==> config.mk <==
export PLATFORM = sky130hd
export DESIGN_NAME = hifi4_iram0_arbiter
export DESIGN_NICKNAME = d
export VERILOG_FILES = /design/src/rtl/hifi4_iram0_arb_pkg.sv /design/src/rtl/hifi4_iram0_rd_tag_pipe.sv /design/src/rtl/hifi4_iram0_arbiter.sv
export SDC_FILE = /design/constraint.sdc
export NUM_CORES = 1
export LEC_CHECK = 0
export CORE_AREA = 2 2 330 332
export CTS_BUF_LIST = sky130_fd_sc_hd__clkbuf_2 sky130_fd_sc_hd__clkbuf_4 sky130_fd_sc_hd__clkbuf_8
export CTS_CLUSTER_SIZE = 20
export DETAILED_ROUTE_END_ITERATION = 8
export DIE_AREA = 0 0 332 334
export DONT_BUFFER_PORTS = 1
export PLACE_DENSITY = 0.3
export SYNTH_ARGS = -nofsm -noshare
export SYNTH_HDL_FRONTEND = slang
export SYNTH_HIERARCHICAL = 1
export SYNTH_SLANG_ARGS = --single-unit
==> constraint.sdc <==
create_clock -name CLK -period 2.5 [get_ports CLK]
set_input_delay 0.625 -clock CLK [delete_from_list [all_inputs] [get_ports CLK]]
set_output_delay 0.625 -clock CLK [all_outputs]
set_load 0.1 [all_outputs]
==> src/rtl/hifi4_iram0_arb_pkg.sv <==
// Shared types and constants for the IRAM0 arbiter.
//   owner_e   : which requester owns a macro access (core or DMA)
//   rd_tag_t  : one read-return tag {valid, owner} carried alongside the
//               macro read latency so the returning data can be routed
//   IRAM0_*   : default geometry of the IRAM0 macro and its read latency
package hifi4_iram0_arb_pkg;

    localparam int IRAM0_AW     = 12;
    localparam int IRAM0_DW     = 128;
    localparam int IRAM0_NWE    = 4;
    localparam int IRAM0_RD_LAT = 2;

    typedef enum logic {
        OWN_CORE = 1'b0,
        OWN_DMA  = 1'b1
    } owner_e;

    typedef struct packed {
        logic   valid;
        owner_e owner;
    } rd_tag_t;

endpackage

==> src/rtl/hifi4_iram0_rd_tag_pipe.sv <==
// Read-return tag pipeline: a DEPTH-stage shift register of rd_tag_t that
// follows the macro read latency, so the tag leaving the last stage lines
// up with the data the macro is returning in the same cycle.
// Ports:
//   i_clk   : clock
//   i_reset : synchronous active-high flush of every stage
//   i_tag   : tag of the access presented to the macro this cycle
//   o_tag   : tag of the access whose read data is returning this cycle
module hifi4_iram0_rd_tag_pipe
    import hifi4_iram0_arb_pkg::*;
#(
    parameter int DEPTH = IRAM0_RD_LAT
) (
    input  logic    i_clk,
    input  logic    i_reset,
    input  rd_tag_t i_tag,
    output rd_tag_t o_tag
);

    rd_tag_t r_stage [DEPTH];

    always_ff @(posedge i_clk) begin
        if (i_reset) begin
            for (int i = 0; i < DEPTH; i++) begin
                r_stage[i] <= '{valid: 1'b0, owner: OWN_CORE};
            end
        end else begin
            r_stage[0] <= i_tag;
            for (int i = 1; i < DEPTH; i++) begin
                r_stage[i] <= r_stage[i-1];
            end
        end
    end

    assign o_tag = r_stage[DEPTH-1];

endmodule

==> src/rtl/hifi4_iram0_arbiter.sv <==
// Arbiter sharing the single-ported IRAM0 macro between the core port and
// an inbound DMA port. The core wins by default; a DMA request that keeps
// losing is forced through after DMA_MAX_WAIT consecutive losing cycles.
// Read data is routed back with a tag pipeline matching the macro latency.
// Ports:
//   CLK, Reset            : clock, synchronous active-high reset
//   Core*                 : core request (En/Wr/Addr/WordEn/WrData/LoadStore),
//                           CoreBusy (request not taken, core retries), CoreData
//   Dma*                  : DMA request held until DmaGnt; DmaRdValid/DmaRdData
//                           return read data two cycles after the grant
//   IRam0*                : macro controls and read data
//   ConflictCount         : saturating count of cycles with both requesting
//
// Handshake: the DMA holds DmaReq and its fields stable until a cycle in
// which DmaGnt=1; that cycle is the transfer. The core has no hold
// obligation: a cycle with CoreEn=1 and CoreBusy=0 is the transfer, a cycle
// with CoreBusy=1 is dropped and the core retries.
module hifi4_iram0_arbiter
    import hifi4_iram0_arb_pkg::*;
#(
    parameter int AW           = IRAM0_AW,
    parameter int DW           = IRAM0_DW,
    parameter int NWE          = IRAM0_NWE,
    parameter int DMA_MAX_WAIT = 8,
    parameter int RD_LAT       = IRAM0_RD_LAT
) (
    input  logic           CLK,
    input  logic           Reset,
    input  logic           CoreEn,
    input  logic           CoreWr,
    input  logic [AW-1:0]  CoreAddr,
    input  logic [NWE-1:0] CoreWordEn,
    input  logic [DW-1:0]  CoreWrData,
    input  logic           CoreLoadStore,
    output logic           CoreBusy,
    output logic [DW-1:0]  CoreData,
    input  logic           DmaReq,
    input  logic           DmaWr,
    input  logic [AW-1:0]  DmaAddr,
    input  logic [NWE-1:0] DmaWordEn,
    input  logic [DW-1:0]  DmaWrData,
    output logic           DmaGnt,
    output logic           DmaRdValid,
    output logic [DW-1:0]  DmaRdData,
    output logic           IRam0En,
    output logic           IRam0Wr,
    output logic [AW-1:0]  IRam0Addr,
    output logic [NWE-1:0] IRam0WordEn,
    output logic [DW-1:0]  IRam0WrData,
    output logic           IRam0LoadStore,
    input  logic [DW-1:0]  IRam0Data,
    output logic [15:0]    ConflictCount
);

    // Wait counter only needs to reach DMA_MAX_WAIT.
    localparam int             WCW      = (DMA_MAX_WAIT < 2) ? 1 : $clog2(DMA_MAX_WAIT + 1);
    localparam logic [WCW-1:0] WAIT_MAX = WCW'(DMA_MAX_WAIT);

    logic [WCW-1:0] r_wait;
    logic [15:0]    r_conflict;
    logic           w_force;
    logic           w_dma_win;
    logic           w_core_acc;
    rd_tag_t        w_tag_in;
    rd_tag_t        w_tag_out;

    // Everything that reaches the macro is gated by Reset so no access can
    // slip out while the block is held in reset.
    assign w_force    = (DMA_MAX_WAIT == 0) || (r_wait >= WAIT_MAX);
    assign w_dma_win  = ~Reset & DmaReq & (~CoreEn | w_force);
    assign w_core_acc = ~Reset & CoreEn & ~w_dma_win;

    assign DmaGnt   = w_dma_win;
    assign CoreBusy = CoreEn & w_dma_win;

    assign IRam0En        = w_dma_win | w_core_acc;
    assign IRam0Wr        = w_dma_win ? DmaWr     : (w_core_acc & CoreWr);
    assign IRam0Addr      = w_dma_win ? DmaAddr   : CoreAddr;
    assign IRam0WordEn    = w_dma_win ? DmaWordEn : CoreWordEn;
    assign IRam0WrData    = w_dma_win ? DmaWrData : CoreWrData;
    assign IRam0LoadStore = w_core_acc & CoreLoadStore;

    // Waits accumulate only while DMA is actually asking and losing; a grant
    // or a dropped request starts the count again, so after a forced win
    // the core takes the next conflict.
    always_ff @(posedge CLK) begin
        if (Reset) begin
            r_wait <= '0;
        end else if (DmaReq && !w_dma_win) begin
            if (r_wait != WAIT_MAX) begin
                r_wait <= r_wait + 1'b1;
            end
        end else begin
            r_wait <= '0;
        end
    end

    always_ff @(posedge CLK) begin
        if (Reset) begin
            r_conflict <= '0;
        end else if (CoreEn && DmaReq && (r_conflict != 16'hFFFF)) begin
            r_conflict <= r_conflict + 16'd1;
        end
    end

    assign ConflictCount = r_conflict;

    // Writes carry no tag; only reads expect a return cycle.
    assign w_tag_in.valid = IRam0En & ~IRam0Wr;
    assign w_tag_in.owner = w_dma_win ? OWN_DMA : OWN_CORE;

    hifi4_iram0_rd_tag_pipe #(
        .DEPTH (RD_LAT)
    ) u_rd_tag_pipe (
        .i_clk   (CLK),
        .i_reset (Reset),
        .i_tag   (w_tag_in),
        .o_tag   (w_tag_out)
    );

    assign DmaRdValid = ~Reset & w_tag_out.valid & (w_tag_out.owner == OWN_DMA);
    assign DmaRdData  = IRam0Data;
    // The core counts its own latency, so its data is passed straight through.
    assign CoreData   = IRam0Data;

endmodule

# ---- Yosys cells after proc, flatten, opt, wreduce, memory -nomap -nowiden
# Memories as Yosys holds them, arrays and structs flattened.
# Cells that the tools add are included.
dict set report classes {
  multipliers 0
  div 0
  shifts 0
  n_mux 10
  n_addsub 2
  reduce_logical 5
  bitwise 19
  magnitude_cmp 1
  n_eq_ne 2
}
# op count
set op_table {}
lappend op_table {{two-way mux 128 bit} 1}
lappend op_table {{adder 16 x 1 -> 16 bit, second input constant} 1}
lappend op_table {{!= test 16 bit, second input constant} 1}
lappend op_table {{two-way mux 12 bit} 1}
lappend op_table {{AND 1 bit} 10}
lappend op_table {{two-way mux 1 bit} 5}
lappend op_table {{inverter 1 bit} 5}
lappend op_table {{adder 4 x 1 -> 4 bit, second input constant} 1}
lappend op_table {{>= comparator 4 bit, second input constant} 1}
lappend op_table {{two-way mux 2 bit} 2}
lappend op_table {{two-way mux 4 bit} 1}
lappend op_table {{!= test 4 bit, second input constant} 1}
lappend op_table {{OR 1 bit} 4}
lappend op_table {{logical AND 1 bit} 3}
lappend op_table {{OR reduction 2 bit} 1}
lappend op_table {{zero test 1 bit} 1}
dict set report word_totals {
  inputBits 423
  mem_bits_rw 4
  latch_bits 0
  word_cells 42
  ff_bits 20
  out_inout_bits 422
  n_memories 1
  romBits 0
}
# name depth width rd rd_ports_with_merged_regs write_ports line
set mem_list {}
lappend mem_list {u_rd_tag_pipe.r_stage 2 2 2 0 2 hifi4_iram0_rd_tag_pipe.sv:20} ;# rd_tag_t r_stage [DEPTH];

# ---- Longest topological paths before layout
dict set report logic_depth {
  depth_word 10
  ltp_mapped 6
  ltp_nobuf 5
}

# ---- Hierarchy
# Netlist, hierarchy kept.
# mod cells_each seq_area_each_um2 area_each_um2 n_inst
set modules_own_cells {}
lappend modules_own_cells {hifi4_iram0_arbiter 545 400.4 4663.2 1}
lappend modules_own_cells {hifi4_iram0_rd_tag_pipe 10 80.1 120.1 1}

# ---- Least setup slack after synthesis
# Ideal clock, no wire load.
dict set report synth_timing {
  kind {input to output}
  startpoint {in CoreEn}
  endpoint {out IRam0Wr}
  required_time_ns 1.875
  slack_ns -1.200
  n_path_buf 1
  arrival_ns 3.075
  cell_stages 4
  path_cell_list {nor2b_1 -> nor3b_1 -> clkbuf_1 -> mux2i_1}
}
dict set report synth_between {
  elab_chain_len 7
  word_cells_on_any_way 8
  classes_between {mux (1); bitwise (7)}
}
# item line
set synth_lines {}
lappend synth_lines {{start: declaration} hifi4_iram0_arbiter.sv:29} ;# input logic CoreEn,
lappend synth_lines {{inverter 1 bit} hifi4_iram0_arbiter.sv:70} ;# assign w_dma_win = ~Reset & DmaReq & (~CoreEn | w_force);
lappend synth_lines {{OR 1 bit} hifi4_iram0_arbiter.sv:70}
lappend synth_lines {{AND 1 bit} hifi4_iram0_arbiter.sv:70}
lappend synth_lines {{inverter 1 bit} hifi4_iram0_arbiter.sv:71} ;# assign w_core_acc = ~Reset & CoreEn & ~w_dma_win;
lappend synth_lines {{AND 1 bit} hifi4_iram0_arbiter.sv:71}
lappend synth_lines {{AND 1 bit} hifi4_iram0_arbiter.sv:77} ;# assign IRam0Wr = w_dma_win ? DmaWr : (w_core_acc & CoreWr);
lappend synth_lines {{two-way mux 1 bit *} hifi4_iram0_arbiter.sv:77}
lappend synth_lines {{end: declaration} hifi4_iram0_arbiter.sv:46} ;# output logic IRam0Wr,
# Every way passes the cells marked *; elsewhere a longest branch is shown, timed or not.

# ---- Worst setup path after layout
# Same ends and word-level chain as after synthesis.

==> run_summary.xml <==
<?xml version="1.0" encoding="UTF-8"?>
<metrics>
  <group name="setup_path">
    <metric name="end_kind" unit="">output port</metric>
    <metric name="timing.rr.end" unit="">ConflictCount[14]</metric>
    <metric name="reg2regPathDepth" unit="">5</metric>
    <metric name="worst_flop_to_flop_path_startpoint" unit="">ConflictCount[0]</metric>
    <metric name="timing.setup.critical_path_class" unit="">in2out</metric>
    <metric name="crit_start" unit="">CoreEn</metric>
    <metric name="critPathArrivalTime" unit="ns">2.00</metric>
    <metric name="timing.critical_path.to" unit="">IRam0Wr</metric>
    <metric name="timing.critical_path.from_type" unit="">input pin</metric>
    <metric name="worst_ep_required_time" unit="ns">1.88</metric>
    <metric name="worst-path-max-fanout" unit="">8</metric>
    <metric name="rrSetupSlack" unit="ns">0.45</metric>
  </group>
  <group name="grt">
    <metric name="pin_count_of_the_biggest_net_entering_global_routing" unit="">31</metric>
    <metric name="grt_pass1_wl" unit="mm">49.9</metric>
    <metric name="grt_antenna_before_repair" unit="">15</metric>
    <metric name="first_global_vias" unit="">3705</metric>
    <metric name="globalRouteOverflowTotal" unit="">0</metric>
    <metric name="groute.usage.overall" unit="%">7.20</metric>
  </group>
  <group name="final_layout">
    <metric name="layout.cells.most_common_list" unit="">sky130_fd_sc_hd__mux2_4 (133), sky130_fd_sc_hd__buf_12 (39), sky130_fd_sc_hd__buf_4 (31)</metric>
    <metric name="filler_cell_count" unit="">12640</metric>
    <metric name="layout_area_growth_over_synthesis" unit="%">38.7</metric>
    <metric name="final_util" unit="%">6.15</metric>
    <metric name="mostFrequentLayoutCell" unit="">sky130_fd_sc_hd__mux2_4</metric>
    <metric name="final_design_area_no_fill" unit="um2">6630</metric>
    <metric name="layout-drive-gt1-share" unit="%">70.2</metric>
    <metric name="finish.net_count" unit="">790</metric>
  </group>
  <group name="place">
    <metric name="routabilityCongestion" unit="">0.714</metric>
    <metric name="detailed_place_hpwl" unit="mm">38.6</metric>
    <metric name="total_of_buffers_placed_on_input_and_output_ports" unit="">0</metric>
    <metric name="total_cell_area_at_the_placement_stage" unit="um2">5900</metric>
  </group>
  <group name="min_path">
    <metric name="worst_hold_path.num_cells" unit="">1</metric>
    <metric name="hp-class" unit="">in2reg</metric>
  </group>
  <group name="die">
    <metric name="placeableCoreArea" unit="um2">108000</metric>
    <metric name="chipHeight" unit="um">334</metric>
    <metric name="fp.dieArea" unit="um2">111000</metric>
    <metric name="floorplan.io_pins" unit="">845</metric>
    <metric name="start_util" unit="%">4.44</metric>
    <metric name="num_rows" unit="">121</metric>
    <metric name="die_w" unit="um">332</metric>
  </group>
  <group name="status">
    <metric name="status" unit="">finished with violations</metric>
    <metric name="failing_checks" unit="">setup timing</metric>
  </group>
  <group name="detailed_routing">
    <metric name="starting_drc_count_in_detailed_routing" unit="">175</metric>
    <metric name="met3_wirelength" unit="mm">7.45</metric>
    <metric name="detail_route.drc_violations" unit="">0</metric>
    <metric name="avgRoutedWirePerCell" unit="um">24.4</metric>
    <metric name="route.detailed.vias_per_inst" unit="">1.95</metric>
    <metric name="detailedRoute.firstPassIterationCount" unit="">4</metric>
    <metric name="vias" unit="">3493</metric>
    <metric name="wl_met2" unit="mm">17.8</metric>
    <metric name="total_wirelength_of_the_detailed_routed_design" unit="mm">43.5</metric>
    <metric name="wl_met1" unit="mm">17.1</metric>
    <metric name="highest-signal-layer" unit="">met5</metric>
    <metric name="detail-route-antenna-nets" unit="">0</metric>
  </group>
  <group name="logic_synthesis">
    <metric name="synth_nets" unit="">981</metric>
    <metric name="synth-seq-cells" unit="">24</metric>
    <metric name="syn_area_per_cell" unit="um2">8.62</metric>
    <metric name="ys.warnings.count" unit="">6</metric>
    <metric name="synthesis.instances" unit="">555</metric>
    <metric name="ys_seq_area_share" unit="%">10.0</metric>
    <metric name="synth_cell_types" unit="">33</metric>
    <metric name="syn_area" unit="um2">4780</metric>
  </group>
  <group name="power">
    <metric name="vdd_ir_drop_max" unit="uV">173</metric>
    <metric name="power_frac_comb" unit="%">76.1</metric>
    <metric name="report.power.total" unit="mW">2.80</metric>
    <metric name="p_int" unit="mW">1.02</metric>
    <metric name="p_switching" unit="mW">1.78</metric>
    <metric name="seq_power_share" unit="%">13.9</metric>
    <metric name="sw_frac_of_total" unit="%">63.5</metric>
    <metric name="p_leak" unit="nW">2.21</metric>
    <metric name="power.share.clock" unit="%">10.0</metric>
    <metric name="p_per_area" unit="nW/um2">422</metric>
  </group>
  <group name="timing">
    <metric name="fmaxAchievable" unit="GHz">0.381</metric>
    <metric name="slew_violations" unit="">0</metric>
    <metric name="final.min_clock_period" unit="ns">2.63</metric>
    <metric name="setup_slack" unit="ns">-0.126</metric>
    <metric name="worst-slew-pin-transition" unit="ns">0.428</metric>
    <metric name="timing.max_slew.rel_slack" unit="%">71.6</metric>
    <metric name="final_worst_path_cycle_share" unit="%">105</metric>
    <metric name="timing.clock.skew" unit="ns">0.00720</metric>
    <metric name="fin_hold_viols" unit="">0</metric>
    <metric name="final-setup-viol-count" unit="">118</metric>
    <metric name="rsz0062_at_grt" unit="">true</metric>
  </group>
  <group name="clock_tree">
    <metric name="worst_skew_pair.late_latency" unit="ns">0.27</metric>
    <metric name="master_cell_of_the_clock_root_buffer" unit="">sky130_fd_sc_hd__clkbuf_8</metric>
    <metric name="cts_tree" unit="">built</metric>
    <metric name="cts_made_buffers" unit="">3</metric>
    <metric name="clkTransAtPathRegs" unit="ns">0.10</metric>
    <metric name="clock_tree.htree_level_count" unit="">1</metric>
    <metric name="quantity_of_hold_fixing_buffers_added_after_cts" unit="">0</metric>
    <metric name="clock_sinks" unit="">24</metric>
    <metric name="clockBufferDepth" unit="">2</metric>
  </group>
  <group name="run">
    <metric name="drv_cap" unit="">0</metric>
  </group>
</metrics>
critical path, cell delays in order:
cell and delay (ns):
sky130_fd_sc_hd__nor2b_4 0.11, sky130_fd_sc_hd__nor3b_4 0.22, sky130_fd_sc_hd__buf_12 0.19, sky130_fd_sc_hd__buf_12 0.16, sky130_fd_sc_hd__buf_8 0.14, sky130_fd_sc_hd__mux2i_4 0.25
sky130_fd_sc_hd__buf_12 0.22
layer usage:
layer	up-vias	GRT usage, %
li1	1235	-
met5	-	0.0868
met1	1607	8.91
met4	6	1.97
met3	68	4.61
met2	577	10.2
per-stage QoR:
step / setup slack (ns) / TNS [ns] / hold WS [ns] / std cells
finish: -0.126 / -9.46 / 0.404 / 1787
global route: -0.179 / -16.51 / 0.388 / 1784
CTS: -0.183 / -14.43 / 0.397 / 1775
detailed placement: -0.291 / -16.83 / 0.427 / 1753
global placement: -0.308 / -19.26 / 0.423 / 1753
floorplan: -0.418 / -0.899 / 0.414 / 555
state kept, by name, indices dropped and copies added (netlist names):
signal	flops
r_wait	4
ConflictCount	16
u_rd_tag_pipe/r_stage	4
timing repair:
action                                  in CTS  in global routing
endpoints found under the setup margin     138                144
setup buffers                               13                  3
gates cloned                                 6                  2
gates resized for setup                     49                 17
final cells by class:
cell class	count	area, um2	area share, %
timing repair buffer	84	1330	20.1
sequential	24	492	7.41
clock buffer	4	55.1	0.830
multi-input combinational	247	2950	44.4
inverter	4	15.0	0.226
tap	1414	1770	26.7
antenna	10	25.0	0.377
cell usage after synthesis:
cell type	number	area, um2
sky130_fd_sc_hd__a21oi_1	11	55.1
sky130_fd_sc_hd__and2_1	1	6.26
sky130_fd_sc_hd__and4_1	1	8.76
sky130_fd_sc_hd__buf_1	1	3.75
sky130_fd_sc_hd__buf_2	13	65.1
sky130_fd_sc_hd__buf_4	258	1940
sky130_fd_sc_hd__clkbuf_1	7	26.3
sky130_fd_sc_hd__clkbuf_2	1	5.00
sky130_fd_sc_hd__dfxtp_1	24	480
sky130_fd_sc_hd__ha_1	3	37.5
sky130_fd_sc_hd__inv_1	4	15.0
sky130_fd_sc_hd__mux2_2	148	1670
sky130_fd_sc_hd__mux2i_1	2	20.0
sky130_fd_sc_hd__nand2_1	9	33.8
sky130_fd_sc_hd__nand2b_1	1	6.26
sky130_fd_sc_hd__nand3_1	7	35.0
sky130_fd_sc_hd__nand3b_1	1	7.51
sky130_fd_sc_hd__nand4_1	3	18.8
sky130_fd_sc_hd__nand4_2	1	12.5
sky130_fd_sc_hd__nor2_1	15	56.3
sky130_fd_sc_hd__nor2b_1	10	62.6
sky130_fd_sc_hd__nor3_1	2	10.0
sky130_fd_sc_hd__nor3b_1	1	7.51
sky130_fd_sc_hd__nor4_1	4	25.0
sky130_fd_sc_hd__nor4b_1	1	8.76
sky130_fd_sc_hd__o21ai_0	7	35.0
sky130_fd_sc_hd__o31ai_1	4	30.0
sky130_fd_sc_hd__o41ai_1	1	8.76
sky130_fd_sc_hd__or2_2	1	6.26
sky130_fd_sc_hd__or3_1	6	37.5
sky130_fd_sc_hd__or3b_2	1	8.76
sky130_fd_sc_hd__or4_1	5	37.5
sky130_fd_sc_hd__xnor2_1	1	8.76
how the worst min path moves through the flow:
stage	start	to
2_1_floorplan	u_rd_tag_pipe/r_stage[0][0]	u_rd_tag_pipe/r_stage[0][2]
3_3_place_gp	u_rd_tag_pipe/r_stage[0][1]	u_rd_tag_pipe/r_stage[0][3]
3_5_place_dp	u_rd_tag_pipe/r_stage[0][0]	u_rd_tag_pipe/r_stage[0][2]
4_1_cts	Reset	ConflictCount[3]
5_1_grt	Reset	ConflictCount[2]
6_report	Reset	ConflictCount[2]
power by group through the flow:
stage | combinational, mW | clock [mW] | sequential [mW]
floorplan | 3.58 | 0 | 0.410
global placement | 2.06 | 0 | 0.399
CTS | 2.16 | 0.287 | 0.391
finish | 2.13 | 0.279 | 0.391
global route | 2.18 | 0.304 | 0.391
detailed placement | 2.06 | 0 | 0.400
cells by family after synthesis:
group | after synthesis | share of synthesized area (%)
AO/OA/AOI/OAI | 23 | 2.69
XOR/XNOR | 1 | 0.183
adder cells (fa/ha/maj) | 3 | 0.785
buffers and inverters | 284 | 42.9
flip-flops | 24 | 10.0
multiplexers | 150 | 35.3
AND/OR/NAND/NOR | 70 | 8.14
No activity file was read; power rests on OpenSTA's default activity.
